==> config.mk <==
export PLATFORM = sky130hd
export DESIGN_NAME = qerv_dbus_if
export DESIGN_NICKNAME = d
export VERILOG_FILES = /design/src/rtl/qerv_pkg.sv /design/src/rtl/qerv_dbus_if.sv
export SDC_FILE = /design/constraint.sdc
export NUM_CORES = 1
export LEC_CHECK = 0
export BUFFER_PORTS_ARGS = -buffer_cell sky130_fd_sc_hd__buf_2
export CAP_MARGIN = 20
export CORE_AREA = 2 2 101 103
export CTS_BUF_LIST = sky130_fd_sc_hd__clkbuf_16
export DETAILED_ROUTE_END_ITERATION = 8
export DIE_AREA = 0 0 103 105
export PLACE_DENSITY_LB_ADDON = 0.2
export RECOVER_POWER = 50
export SYNTH_ARGS = -nofsm -noshare
export SYNTH_HDL_FRONTEND = slang
export SYNTH_SLANG_ARGS = --single-unit
==> constraint.sdc <==
create_clock -name i_clk -period 3.54 [get_ports i_clk]
set_input_delay 0.177 -clock i_clk [delete_from_list [all_inputs] [get_ports i_clk]]
set_output_delay 0.177 -clock i_clk [all_outputs]
set_load 0.1 [all_outputs]
==> src/rtl/qerv_pkg.sv <==
// Shared encodings and byte-select decode for the qerv data-bus interface.
package qerv_pkg;

  localparam int unsigned XLEN  = 32;
  localparam int unsigned SEL_W = 4;

  localparam logic [1:0] SIZE_B = 2'b00;
  localparam logic [1:0] SIZE_H = 2'b01;
  localparam logic [1:0] SIZE_W = 2'b10;

  typedef enum logic [1:0] {
    IDLE = 2'd0,
    BUSY = 2'd1,
    DONE = 2'd2
  } state_e;

  // Byte lanes touched by an access of the given size at address offset lsb.
  function automatic logic [SEL_W-1:0] sel_from(input logic [1:0] size,
                                                input logic [1:0] lsb);
    logic [SEL_W-1:0] sel;
    case (size)
      SIZE_B:  sel = 4'b0001 << lsb;
      SIZE_H:  sel = lsb[1] ? 4'b1100 : 4'b0011;
      default: sel = 4'b1111;
    endcase
    return sel;
  endfunction

endpackage

==> src/rtl/qerv_dbus_if.sv <==
// Data-bus interface: one Wishbone classic transaction per request, read-data
// capture with a load strobe, and the serial byte-valid qualifier.
module qerv_dbus_if
  import qerv_pkg::*;
#(
  parameter int unsigned W              = 1,
  parameter bit          MISALIGN_CHECK = 1'b1
) (
  input  logic             i_clk,
  input  logic             i_rst,
  input  logic             i_req,
  input  logic             i_we,
  input  logic [1:0]       i_size,
  input  logic [1:0]       i_lsb,
  input  logic [XLEN-1:0]  i_adr,
  input  logic [XLEN-1:0]  i_wdat,
  input  logic [4:0]       i_cnt,
  output logic             o_byte_valid,
  output logic             o_misalign,
  output logic             o_busy,
  output logic             o_load,
  output logic             o_ack,
  output logic [XLEN-1:0]  o_rdat,
  output logic [XLEN-1:0]  o_wb_adr,
  output logic [XLEN-1:0]  o_wb_dat,
  output logic [SEL_W-1:0] o_wb_sel,
  output logic             o_wb_we,
  output logic             o_wb_cyc,
  input  logic [XLEN-1:0]  i_wb_rdt,
  input  logic             i_wb_ack
);

  state_e           state_q, state_d;
  logic [XLEN-1:0]  adr_q, adr_d;
  logic [XLEN-1:0]  dat_q, dat_d;
  logic [XLEN-1:0]  rdat_q, rdat_d;
  logic [SEL_W-1:0] sel_q, sel_d;
  logic             we_q, we_d;
  logic             cyc_q, cyc_d;
  logic             ack_q, ack_d;
  logic             load_q, load_d;
  logic             unused_ok;

  // Low address bits arrive separately on i_lsb; sub-byte count bits and the
  // datapath width only set the step of i_cnt and do not affect lane decode.
  assign unused_ok = ^{i_adr[1:0], i_cnt[2:0], 1'(W)};

  // Misalignment decode; size 11 behaves as a word access.
  always_comb begin
    o_misalign = 1'b0;
    if (MISALIGN_CHECK) begin
      case (i_size)
        SIZE_B:  o_misalign = 1'b0;
        SIZE_H:  o_misalign = i_lsb[0];
        default: o_misalign = |i_lsb;
      endcase
    end
  end

  // Serial cycle lies in a valid lane once its byte index reaches the offset.
  assign o_byte_valid = (i_cnt[4:3] >= i_lsb);

  // State and capture registers; reset drops the bus cycle immediately.
  always_ff @(posedge i_clk or posedge i_rst) begin
    if (i_rst) begin
      state_q <= IDLE;
      adr_q   <= '0;
      dat_q   <= '0;
      rdat_q  <= '0;
      sel_q   <= '0;
      we_q    <= 1'b0;
      cyc_q   <= 1'b0;
      ack_q   <= 1'b0;
      load_q  <= 1'b0;
    end else begin
      state_q <= state_d;
      adr_q   <= adr_d;
      dat_q   <= dat_d;
      rdat_q  <= rdat_d;
      sel_q   <= sel_d;
      we_q    <= we_d;
      cyc_q   <= cyc_d;
      ack_q   <= ack_d;
      load_q  <= load_d;
    end
  end

  // Next-state and next-output logic for the single-transaction FSM.
  always_comb begin
    state_d = state_q;
    adr_d   = adr_q;
    dat_d   = dat_q;
    rdat_d  = rdat_q;
    sel_d   = sel_q;
    we_d    = we_q;
    case (state_q)
      IDLE: begin
        if (i_req && !o_misalign) begin
          state_d = BUSY;
          adr_d   = {i_adr[XLEN-1:2], 2'b00};
          dat_d   = i_wdat;
          we_d    = i_we;
          sel_d   = sel_from(i_size, i_lsb);
        end
      end
      BUSY: begin
        if (i_wb_ack) begin
          state_d = DONE;
          if (!we_q) rdat_d = i_wb_rdt;
        end
      end
      DONE:    state_d = IDLE;
      default: state_d = IDLE;
    endcase
    cyc_d  = (state_d == BUSY);
    ack_d  = (state_d == DONE);
    load_d = (state_d == DONE) && !we_d;
  end

  assign o_busy   = cyc_q;
  assign o_wb_cyc = cyc_q;
  assign o_ack    = ack_q;
  assign o_load   = load_q;
  assign o_rdat   = rdat_q;
  assign o_wb_adr = adr_q;
  assign o_wb_dat = dat_q;
  assign o_wb_sel = sel_q;
  assign o_wb_we  = we_q;

endmodule

# Word-level counts from Yosys, hierarchy flattened
# Cells that the tools add are included.
# word_totals
register_bits,104
out_inout_bits,107
in_bits,110
elab_cells,33
# op_classes
bitwise_logic,1
eq_ne,4
reduce_logical,9
n_lt_le_gt_ge,1
mux,8
shifts,1
# op_table
operator,n
case mux 4 bit (2 select lines),1
equality test 2 x 1 -> 1 bit (second input constant),3
logical NOT 2 bit,2
2-to-1 mux 2 bit,2
2-to-1 mux 4 bit,1
case mux 2 bit (2 select lines),1
left shift 1 x 2 -> 4 bit (first input constant),1
AND reduction 3 bit,1
equality test 2 bit (second input constant),1
>= comparator 2 bit,1
logical AND 1 bit,2
logical NOT 1 bit,2
2-to-1 mux 1 bit,2
case mux 1 bit (2 select lines),1
AND reduction 2 bit,1
OR reduction 2 bit,1
inverter 1 bit,1

# Depth between registers and ports, before layout
# Gate-level depths: netlist of run 1.
# logic_depth
depth_word,8
depth_mapped,5
mapped_depth_nobuf,4

# Worst setup path before layout of run 1
# No wires, ideal clock.
# synth_path
kind,reg2reg
startpoint,"register we_q, in the netlist o_wb_we"
endpoint,"register rdat_q[11], in the netlist o_rdat[11]"
stages_incl_launch_ff,5
setup_ns,0.128
required_ns,3.412
path_buffers,2
synth_period_minus_slack_ns,1.754
t_arrival_ns,1.626
path_slack_ns,1.786
cell_sequence,dfrtp_1 nor2b_1 buf_2 buf_6 mux2_1
# synth_via
elab_chain_len,2
# synth_rtl
item,line,rtl
start: declaration,qerv_dbus_if.sv:38,"logic we_q, we_d;"
start signal: assignment,qerv_dbus_if.sv:81,we_q <= we_d;
inverter 1 bit (no line),n/a,
AND reduction 3 bit (no line),n/a,
end signal: assignment,qerv_dbus_if.sv:79,rdat_q <= rdat_d;
end: declaration,qerv_dbus_if.sv:36,"logic [XLEN-1:0] rdat_q, rdat_d;"
# Every way passes these cells.
# A chain may end at the register's enable or synchronous reset.

# Worst setup path after layout of run 1
# layout_path
startpoint,register state_q[0]
endpoint,"register dat_q[7], in the netlist o_wb_dat[7]"
# layout_via
elab_chain_len,2
# layout_rtl
item,line,rtl
start: declaration,qerv_dbus_if.sv:33,"state_e state_q, state_d;"
start signal: assignment,qerv_dbus_if.sv:76,state_q <= state_d;
logical NOT 2 bit,qerv_dbus_if.sv:96,case (state_q)
AND reduction 2 bit (no line),n/a,
end signal: assignment,qerv_dbus_if.sv:78,dat_q <= dat_d;
end: declaration,qerv_dbus_if.sv:35,"logic [XLEN-1:0] dat_q, dat_d;"
# Every way passes these cells.

==> flow_metrics.env, run 1 <==
export IMPL_avgViaCountPerCell=4.67
export IMPL_postSynthCellCount=249
export IMPL_min_period_ps=2390
export IMPL_wl_mm=9.15
export IMPL_diodes=0
export IMPL_critPathArrivalTime_ps=2600
export IMPL_synth_cell_types=26
export IMPL_cts_resized=0
export IMPL_clkLatencyLatePin_ps=340
export IMPL_core_area_um2=9640
export IMPL_grt_pass1_wl_mm=14.0
export IMPL_required_ps=3760
export IMPL_post_cts_setup_buffers=0
export IMPL_hold_viol=0
export IMPL_tns_ps=0
export IMPL_io_pins=217
export IMPL_synth_top_cell_area_share_pct=61.3
export IMPL_cp_start_kind="flop"
export IMPL_whs_ps=52.5
export IMPL_fmax_mhz=419
export IMPL_grt_pass1_vias=2811
export IMPL_drt_first_pass_iters=4
export IMPL_cp_end_kind="flop"
export IMPL_finalNetCount=573
export IMPL_initial_core_util_pct=44.0
export IMPL_drive_gt1_share_pct=58.6
export IMPL_worstPathMaxFanout=54
export IMPL_utilization_pct=58.2
export IMPL_hpwl_mm=6.64
export IMPL_die_h_um=105
export IMPL_hp_class="input pin to flop"
export IMPL_slew_viol_final=0
export IMPL_ys_ff_latch=104
export IMPL_antenna_found_initial=0
export IMPL_seq_area_frac_synth_pct=61.3
export IMPL_vias=2800
export IMPL_ctsRootBufferMaster="clkbuf_16"
export IMPL_pre_cts_slack_ps=1600
export IMPL_die_area_um2=10800
export IMPL_setup_viol=0
export IMPL_synthTopCellsByArea="dfrtp_1, mux2_4, mux2_2"
export IMPL_slew_headroom_pct=20.2
export IMPL_cts_tree="yes"
export IMPL_netlist_area_um2=4250
export IMPL_syn_area_per_cell_um2=17.0
export IMPL_status="finished, final reports clean"
export IMPL_yosysWarnings=0
export IMPL_fin_worst_skew_ps=6.05
export IMPL_route_detailed_drc=0
export IMPL_rsz0062_at_grt="no"
export IMPL_maxCapViolCount=0
export IMPL_io_buffers=209
export IMPL_holdBufCountCts=0
export IMPL_tightest_slew_ps=1200
export IMPL_grt_start_max_net_pins=84
export IMPL_synth_top_area_cell="dfrtp_1"
export IMPL_row_count=36
export IMPL_cts_sinks=104
export IMPL_overflow=0
export IMPL_clk_path_buf_depth=2
export IMPL_fin_crit_sh_pct=67.4
export IMPL_routedWlPerCell_um=15.3
export IMPL_postRouteAntennaNets=0
export IMPL_gp_congestion=0.731
export IMPL_drt_iter0_drc=93
export IMPL_grtUsageTotal_pct=16.7
export IMPL_cts_htree_levels=3
export IMPL_die_w_um=103
export IMPL_layout_setup_ws_ps=1150
export IMPL_area_growth_pct=32.1
export IMPL_worst_setup_hold_path_clk_slew_ps=70
export IMPL_numCtsBuffers=9
export IMPL_path_class="flop to flop"
## registers in the layout, summed over array words and instances (netlist names)
| name | cells |
|---|---|
| o_ack | 1 |
| o_wb_we | 1 |
| o_wb_dat | 32 |
| o_wb_sel | 4 |
| state_q | 2 |
| o_wb_adr | 30 |
| o_rdat | 32 |
| o_load | 1 |
| o_busy | 1 |
## placed cells by master (no fill, tap or decap), drive strengths merged, types with 2 or more instances in the layout
cell	instances
buf	163
dfrtp	104
mux2	95
clkbuf	59
inv	6
a21o	4
nand2	3
nand2b	3
a221o	3
o21ai	3
clkinvlp	3
nor2	2
or3b	2
nor4	2
and3b	2
ha	2
conb	2
## through the flow
step / std cells / instance area (um^2)
floorplan: 250 / 4250
global placement: 581 / 5380
detailed placement: 581 / 5380
CTS: 597 / 5650
global route: 599 / 5610
finish: 599 / 5610
## worst paths after layout
check | startpoint | end | slack, ps | depth (start not counted)
hold reg to reg | o_rdat[27]$_DFFE_PP0P_ | o_rdat[27]$_DFFE_PP0P_ | 500 | 1
hold / removal | i_wb_rdt[26] | o_rdat[26]$_DFFE_PP0P_ | 50 | 2
min in group asynchronous | i_rst | o_rdat[9]$_DFFE_PP0P_ | 550 | 3
max in group asynchronous | i_rst | o_rdat[22]$_DFFE_PP0P_ | 1470 | 4
setup / recovery | state_q[0]$_DFF_PP0_ | o_wb_dat[7]$_DFFE_PP0P_ | 1150 | 4
setup reg to reg | state_q[0]$_DFF_PP0_ | o_wb_dat[7]$_DFFE_PP0P_ | 1150 | 4
## cell families (layout without fill, tap and decap cells)
kind of cell	Yosys count	count (layout)	synth area share, %
flops	104	104	61.3
mux	95	95	29.4
buf+inv	17	233	3.42
simple gates	16	16	2.59
compound gates	13	13	2.36
fa+ha+maj	2	2	0.589
other cells	1	2	0.0883
xor+xnor	1	1	0.206
## final cells by class
class                   instances  area, um^2
repair buffers                214        1050
fillers                       863        4030
well taps                     133         166
multi-input cells             129        1500
flip-flops and latches        104        2600
inverters                       3        12.5
clock buffers                   9         225
clock inverters                 7        48.8
## worst max-delay path, stage by stage, from the launching register on
cell,delay [ps]
dfrtp_1,420
nor3b_1,770
o21ai_4,360
buf_12,340
mux2_4,340
## synthesized netlist by cell type, drive strengths merged
cell type / number
a211oi: 1
a21o: 4
a21oi: 1
a221o: 3
a22o: 1
and3b: 2
buf: 14
conb: 1
dfrtp: 104
ha: 2
inv: 3
mux2: 95
nand2: 3
nand2b: 3
nor2: 2
nor2b: 1
nor3b: 1
nor4: 2
o21ai: 3
or3b: 2
xnor2: 1
## layer usage
metal / global-route usage (%) / up-vias / share of wire [%]
li1: - / 1304 / -
met1: 20.5 / 1366 / 41
met2: 27.7 / 118 / 49
met3: 4.62 / 12 / 8.0
met4: 6.02 / 0 / 1.4
met5: 0 / - / 0
Power of run 1 is not shown: default switching activity piles up to over one toggle a cycle in this logic, so the estimate is an artifact.
==> inputs of run 2 (changes only) <==
--- a/config.mk
+++ b/config.mk
@@ -7,10 +7,10 @@
 export LEC_CHECK = 0
 export BUFFER_PORTS_ARGS = -buffer_cell sky130_fd_sc_hd__buf_2
 export CAP_MARGIN = 20
-export CORE_AREA = 2 2 101 103
+export CORE_AREA = 2 2 105 107
 export CTS_BUF_LIST = sky130_fd_sc_hd__clkbuf_16
 export DETAILED_ROUTE_END_ITERATION = 8
-export DIE_AREA = 0 0 103 105
+export DIE_AREA = 0 0 107 109
 export PLACE_DENSITY_LB_ADDON = 0.2
 export RECOVER_POWER = 50
 export SYNTH_ARGS = -nofsm -noshare
==> constraint.sdc (replaced) <==
create_clock -name i_clk -period 1.95 [get_ports i_clk]
set_input_delay 0.0975 -clock i_clk [delete_from_list [all_inputs] [get_ports i_clk]]
set_output_delay 0.0975 -clock i_clk [all_outputs]
set_load 0.1 [all_outputs]
==> run 2 against run 1 <==
Worst hold slack better by 19 ps. Register-to-register slack worse by 800 ps. Global-route usage grew 0.42 points. Via count increased by 12%. Core utilization rose by 4.4 points. Clock skew fell by 0.98 ps. Clock-buffer cell count unchanged. Sequential share of layout area is 7.2 points lower. Critical path depth fell by 3. Routed wire length is 9.6% higher.
==> flow_metrics.env, run 2 (synthesized netlist as in run 1, its figures left out) <==
export IMPL_drt_first_pass_iters=4
export IMPL_worstPathMaxFanout=2
export IMPL_path_class="flop to output pin"
export IMPL_hold_viol=0
export IMPL_cp_top_family="buffers and inverters"
export IMPL_routedWlPerCell_um=14.3
export IMPL_cpMaxStageDelayCell="clkbuf_1"
export IMPL_postRouteAntennaNets=0
export IMPL_clkLatencyLatePin_ps=340
export IMPL_drive_gt1_share_pct=48.6
export IMPL_io_pins=217
export IMPL_vias=3135
export IMPL_worst_setup_hold_path_clk_slew_ps=70
export IMPL_tns_ps=0
export IMPL_core_area_um2=10600
export IMPL_pre_cts_slack_ps=370
export IMPL_required_ps=1850
export IMPL_die_w_um=107
export IMPL_finalNetCount=672
export IMPL_final_common_cell="buf_2"
export IMPL_cts_tree="yes"
export IMPL_grt_start_max_net_pins=59
export IMPL_antenna_found_initial=0
export IMPL_crit_chain="clkbuf_1"
export IMPL_hp_class="input pin to flop"
export IMPL_ctsRootBufferMaster="clkbuf_16"
export IMPL_rsz0062_at_grt="no"
export IMPL_min_period_ps=1670
export IMPL_die_area_um2=11700
export IMPL_fin_crit_sh_pct=85.6
export IMPL_maxCapViolCount=0
export IMPL_cts_resized=0
export IMPL_avgViaCountPerCell=4.45
export IMPL_grt_pass1_wl_mm=15.5
export IMPL_worst_path_largest_cell_delay_ps=890
export IMPL_clk_path_buf_depth=2
export IMPL_grtUsageTotal_pct=17.1
export IMPL_setup_viol=0
export IMPL_overflow=0
export IMPL_grt_pass1_vias=3210
export IMPL_diodes=0
export IMPL_layout_setup_ws_ps=281
export IMPL_tightest_slew_ps=1250
export IMPL_utilization_pct=62.5
export IMPL_area_growth_pct=56.2
export IMPL_slew_headroom_pct=16.9
export IMPL_gp_congestion=0.731
export IMPL_cp_end_kind="output pin"
export IMPL_wl_mm=10.0
export IMPL_cts_htree_levels=3
export IMPL_fmax_mhz=599
export IMPL_cts_sinks=104
export IMPL_numCtsBuffers=9
export IMPL_io_buffers=209
export IMPL_row_count=38
export IMPL_path_buf_inv=1
export IMPL_critPathArrivalTime_ps=1570
export IMPL_whs_ps=71.2
export IMPL_initial_core_util_pct=40.0
export IMPL_post_cts_setup_buffers=0
export IMPL_nFillCells=822
export IMPL_most_common_layout_cells="buf_2, dfrtp_1, dlygate4sd3_1"
export IMPL_slew_viol_final=0
export IMPL_fin_worst_skew_ps=5.08
export IMPL_route_detailed_drc=0
export IMPL_drt_iter0_drc=103
export IMPL_hpwl_mm=6.30
export IMPL_status="finished, final reports clean"
export IMPL_die_h_um=109
export IMPL_cp_start_kind="flop"
==> run 2: cell types whose count changed in the layout (fill, tap and decap cells not counted), moves of 2 or more <==
| cell | change |
|---|---|
| clkbuf_2 | +2 |
| buf_4 | +2 |
| clkinv_1 | +4 |
| bufinv_16 | +2 |
| inv_6 | -2 |
| inv_1 | -2 |
| dlygate4sd3_1 | +96 |
==> run 2: what timing repair did <==
action / CTS / global route
endpoints found under the hold margin: 142 / 0
hold buffers: 97 / 0
endpoints found under the setup margin: 0 / 0
==> run 2: layout make-up <==
cell class	instances	area, um^2	area share (%)
Clock buffer	9	225	3.40
Clock inverter	6	75.1	1.13
Inverter	3	15.0	0.226
Multi-Input combinational cell	129	1510	22.8
Sequential cell	104	2600	39.2
Tap cell	140	175	2.64
Timing Repair Buffer	313	2030	30.6
==> run 2: path summary, 6_finish.rpt <==
| kind | from | to | slack, ps | cells after the start |
|---|---|---|---|---|
| worst max-delay path | o_wb_adr[26]$_DFFE_PP0P_ | o_wb_adr[26] | 280 | 1 |
| worst min-delay path | i_size[1] | o_wb_sel[1]$_DFFE_PP0P_ | 70 | 2 |
| worst max register to register | state_q[1]$_DFF_PP0_ | o_rdat[14]$_DFFE_PP0P_ | 350 | 4 |
| worst min register to register | o_rdat[27]$_DFFE_PP0P_ | o_rdat[27]$_DFFE_PP0P_ | 490 | 1 |
| max in group asynchronous | i_rst | o_wb_dat[23]$_DFFE_PP0P_ | 420 | 4 |
| min in group asynchronous | i_rst | o_rdat[18]$_DFFE_PP0P_ | 700 | 4 |
==> run 2: per-layer routing <==
metal	GRT usage (%)	wire [um]	up-vias	part of all wire, %
li1	-	-	1504	-
met1	20.5	4270	1478	43
met2	28.6	4870	140	49
met3	5.44	750	13	7.5
met4	7.05	143	0	1.4
met5	0	0	-	0
==> run 2: through the flow <==
step / cells / cell area [um^2]
floorplan: 250 / 4250
global placement: 592 / 5430
detailed placement: 592 / 5430
CTS: 704 / 6700
global route: 704 / 6630
finish: 704 / 6630
Power of run 2 is left out for the same reason.
==> inputs of run 3 (changes only) <==
==> constraint.sdc (replaced) <==
create_clock -name i_clk -period 1.4 [get_ports i_clk]
set_input_delay 0.07 -clock i_clk [delete_from_list [all_inputs] [get_ports i_clk]]
set_output_delay 0.07 -clock i_clk [all_outputs]
set_load 0.1 [all_outputs]
==> run 3 against run 2 <==
The run now ends with negative setup slack left. Routed wire length increased by 14%. Worst hold slack got worse by 10 ps. Final cell count increased by 2.6%. Die area unchanged. Clock-buffer cell count unchanged. Clock skew decreased by 1.4 ps. Register-to-register slack got worse by 520 ps. Worst setup slack got worse by 450 ps. Sequential share of layout area decreased by 2.6 points. Design area increased by 7.3%. Critical path type is now flop to flop.
==> flow_metrics.env, run 3 (synthesized netlist as in run 1, its figures left out) <==
export IMPL_gp_congestion=0.749
export IMPL_routedWlPerCell_um=15.9
export IMPL_rsz0062_at_grt="yes"
export IMPL_fin_crit_sh_pct=112
export IMPL_drt_iter0_drc=126
export IMPL_postRouteAntennaNets=0
export IMPL_cts_sinks=104
export IMPL_hp_start="i_wb_ack"
export IMPL_worst_setup_hold_path_clk_slew_ps=70
export IMPL_die_w_um=107
export IMPL_final_cells=722
export IMPL_cp_top_family="simple AND/OR/NAND/NOR gates"
export IMPL_worst_path_largest_cell_delay_ps=390
export IMPL_final_common_cell="buf_2"
export IMPL_tightest_slew_ps=888
export IMPL_diodes=0
export IMPL_grt_pass1_wl_mm=17.5
export IMPL_clkLatencyLatePin_ps=340
export IMPL_cp_end_kind="flop"
export IMPL_die_h_um=109
export IMPL_drt_first_pass_iters=4
export IMPL_status="finished with violations"
export IMPL_cts_tree="yes"
export IMPL_grt_start_max_net_pins=70
export IMPL_io_pins=217
export IMPL_fmax_mhz=639
export IMPL_drive_gt1_share_pct=60.3
export IMPL_nFillCells=750
export IMPL_fin_worst_skew_ps=3.65
export IMPL_required_ps=1630
export IMPL_r2r_slack_ps=-170
export IMPL_cpMaxStageDelayCell="dfrtp_1"
export IMPL_numCtsBuffers=9
export IMPL_min_to="o_ack$_DFF_PP0_"
export IMPL_core_area_um2=10600
export IMPL_path_class="flop to flop"
export IMPL_antenna_found_initial=0
export IMPL_grt_pass1_vias=3471
export IMPL_min_period_ps=1570
export IMPL_place_area_um2=5580
export IMPL_most_common_layout_cells="buf_2, dfrtp_1, dlygate4sd3_1"
export IMPL_hold_viol=0
export IMPL_hpwl_mm=7.02
export IMPL_avgViaCountPerCell=4.56
export IMPL_die_area_um2=11700
export IMPL_layout_setup_ws_ps=-165
export IMPL_cp_start_kind="flop"
export IMPL_slew_viol_final=0
export IMPL_reg2reg_to="o_rdat[12]$_DFFE_PP0P_"
export IMPL_maxCapViolCount=0
export IMPL_worstPathMaxFanout=5
export IMPL_r2r_start="state_q[1]$_DFF_PP0_"
export IMPL_wl_mm=11.5
export IMPL_route_detailed_drc=0
export IMPL_critPathArrivalTime_ps=1790
export IMPL_cts_htree_levels=3
export IMPL_tns_ps=-11870
export IMPL_dp_cells=597
export IMPL_hp_class="input pin to flop"
export IMPL_path_buf_inv=2
export IMPL_r2r_cells=5
export IMPL_initial_core_util_pct=40.0
export IMPL_slew_headroom_pct=40.8
export IMPL_ctsRootBufferMaster="clkbuf_16"
export IMPL_violations="negative setup slack"
export IMPL_design_area_um2=7110
export IMPL_vias=3295
export IMPL_clk_path_buf_depth=2
export IMPL_finalNetCount=689
export IMPL_area_growth_pct=67.6
export IMPL_crit_chain="and3b_1, nor2b_4, buf_12, clkbuf_16, mux2_4"
export IMPL_hold_depth=2
export IMPL_overflow=0
export IMPL_io_buffers=209
export IMPL_setup_viol=98
export IMPL_grtUsageTotal_pct=19.7
export IMPL_pre_cts_slack_ps=-150
export IMPL_row_count=38
==> run 3: cell count changes in the layout (fill, tap and decap cells not counted), sizes merged <==
cell and delta:
buf +63, clkbuf -47, bufinv -2, dlygate4sd3 +1, clkinvlp +1, inv +2
==> run 3: metal layers <==
layer / GRT usage [%] / vias up / wire [um]
met5: 0 / - / 0
met4: 9.93 / 0 / 287
met3: 4.12 / 20 / 592
met2: 34.3 / 120 / 6080
met1: 23.3 / 1616 / 4500
li1: - / 1539 / -
==> run 3: repair_timing <==
item	CTS	global route
pin swaps	0	5
cloned	2	3
setup endpoints to repair	98	99
resized for setup	18	13
hold buffers	96	2
endpoints found under the hold margin	201	1
setup buffers	4	2
==> run 3: how the worst max path moves through the flow <==
stage	start	endpoint	slack (ps)	cells past startpoint
after global placement	state_q[1]$_DFF_PP0_	o_rdat[16]$_DFFE_PP0P_	-110	4
final	state_q[1]$_DFF_PP0_	o_rdat[12]$_DFFE_PP0P_	-170	5
after detailed placement	state_q[1]$_DFF_PP0_	o_rdat[16]$_DFFE_PP0P_	-150	4
after CTS	state_q[1]$_DFF_PP0_	o_rdat[17]$_DFFE_PP0P_	-140	5
after floorplan	state_q[1]$_DFF_PP0_	o_wb_we$_DFF_PP0_	-110	5
after global routing	state_q[1]$_DFF_PP0_	o_wb_dat[20]$_DFFE_PP0P_	-220	5
==> run 3: worst reg2reg max path, stage by stage (launching register included) <==
cell,delay [ps]
dfrtp_1,390
and3b_1,240
nor2b_4,210
buf_12,150
clkbuf_16,160
mux2_4,300
==> run 3: through the flow <==
| stage | utilization (%) | hold slack [ps] |
|---|---|---|
| 5_1_grt | 67.1 | 67.2 |
| 3_3_place_gp | 52.6 | 217 |
| 6_report | 67.1 | 60.9 |
| 4_1_cts | 65.7 | -60.7 |
| 3_5_place_dp | 52.6 | 222 |
| 2_1_floorplan | - | 177 |
==> run 3: layout make-up <==
cell class | instances | area, um^2 | area share [%]
clock buffers | 9 | 225 | 3.17
clock inverters | 7 | 32.5 | 0.457
multi-input cells | 129 | 1660 | 23.4
repair buffers | 330 | 2390 | 33.7
inverters | 3 | 15.0 | 0.211
flip-flops and latches | 104 | 2610 | 36.7
well taps | 140 | 175 | 2.46
Power of run 3 is left out for the same reason.
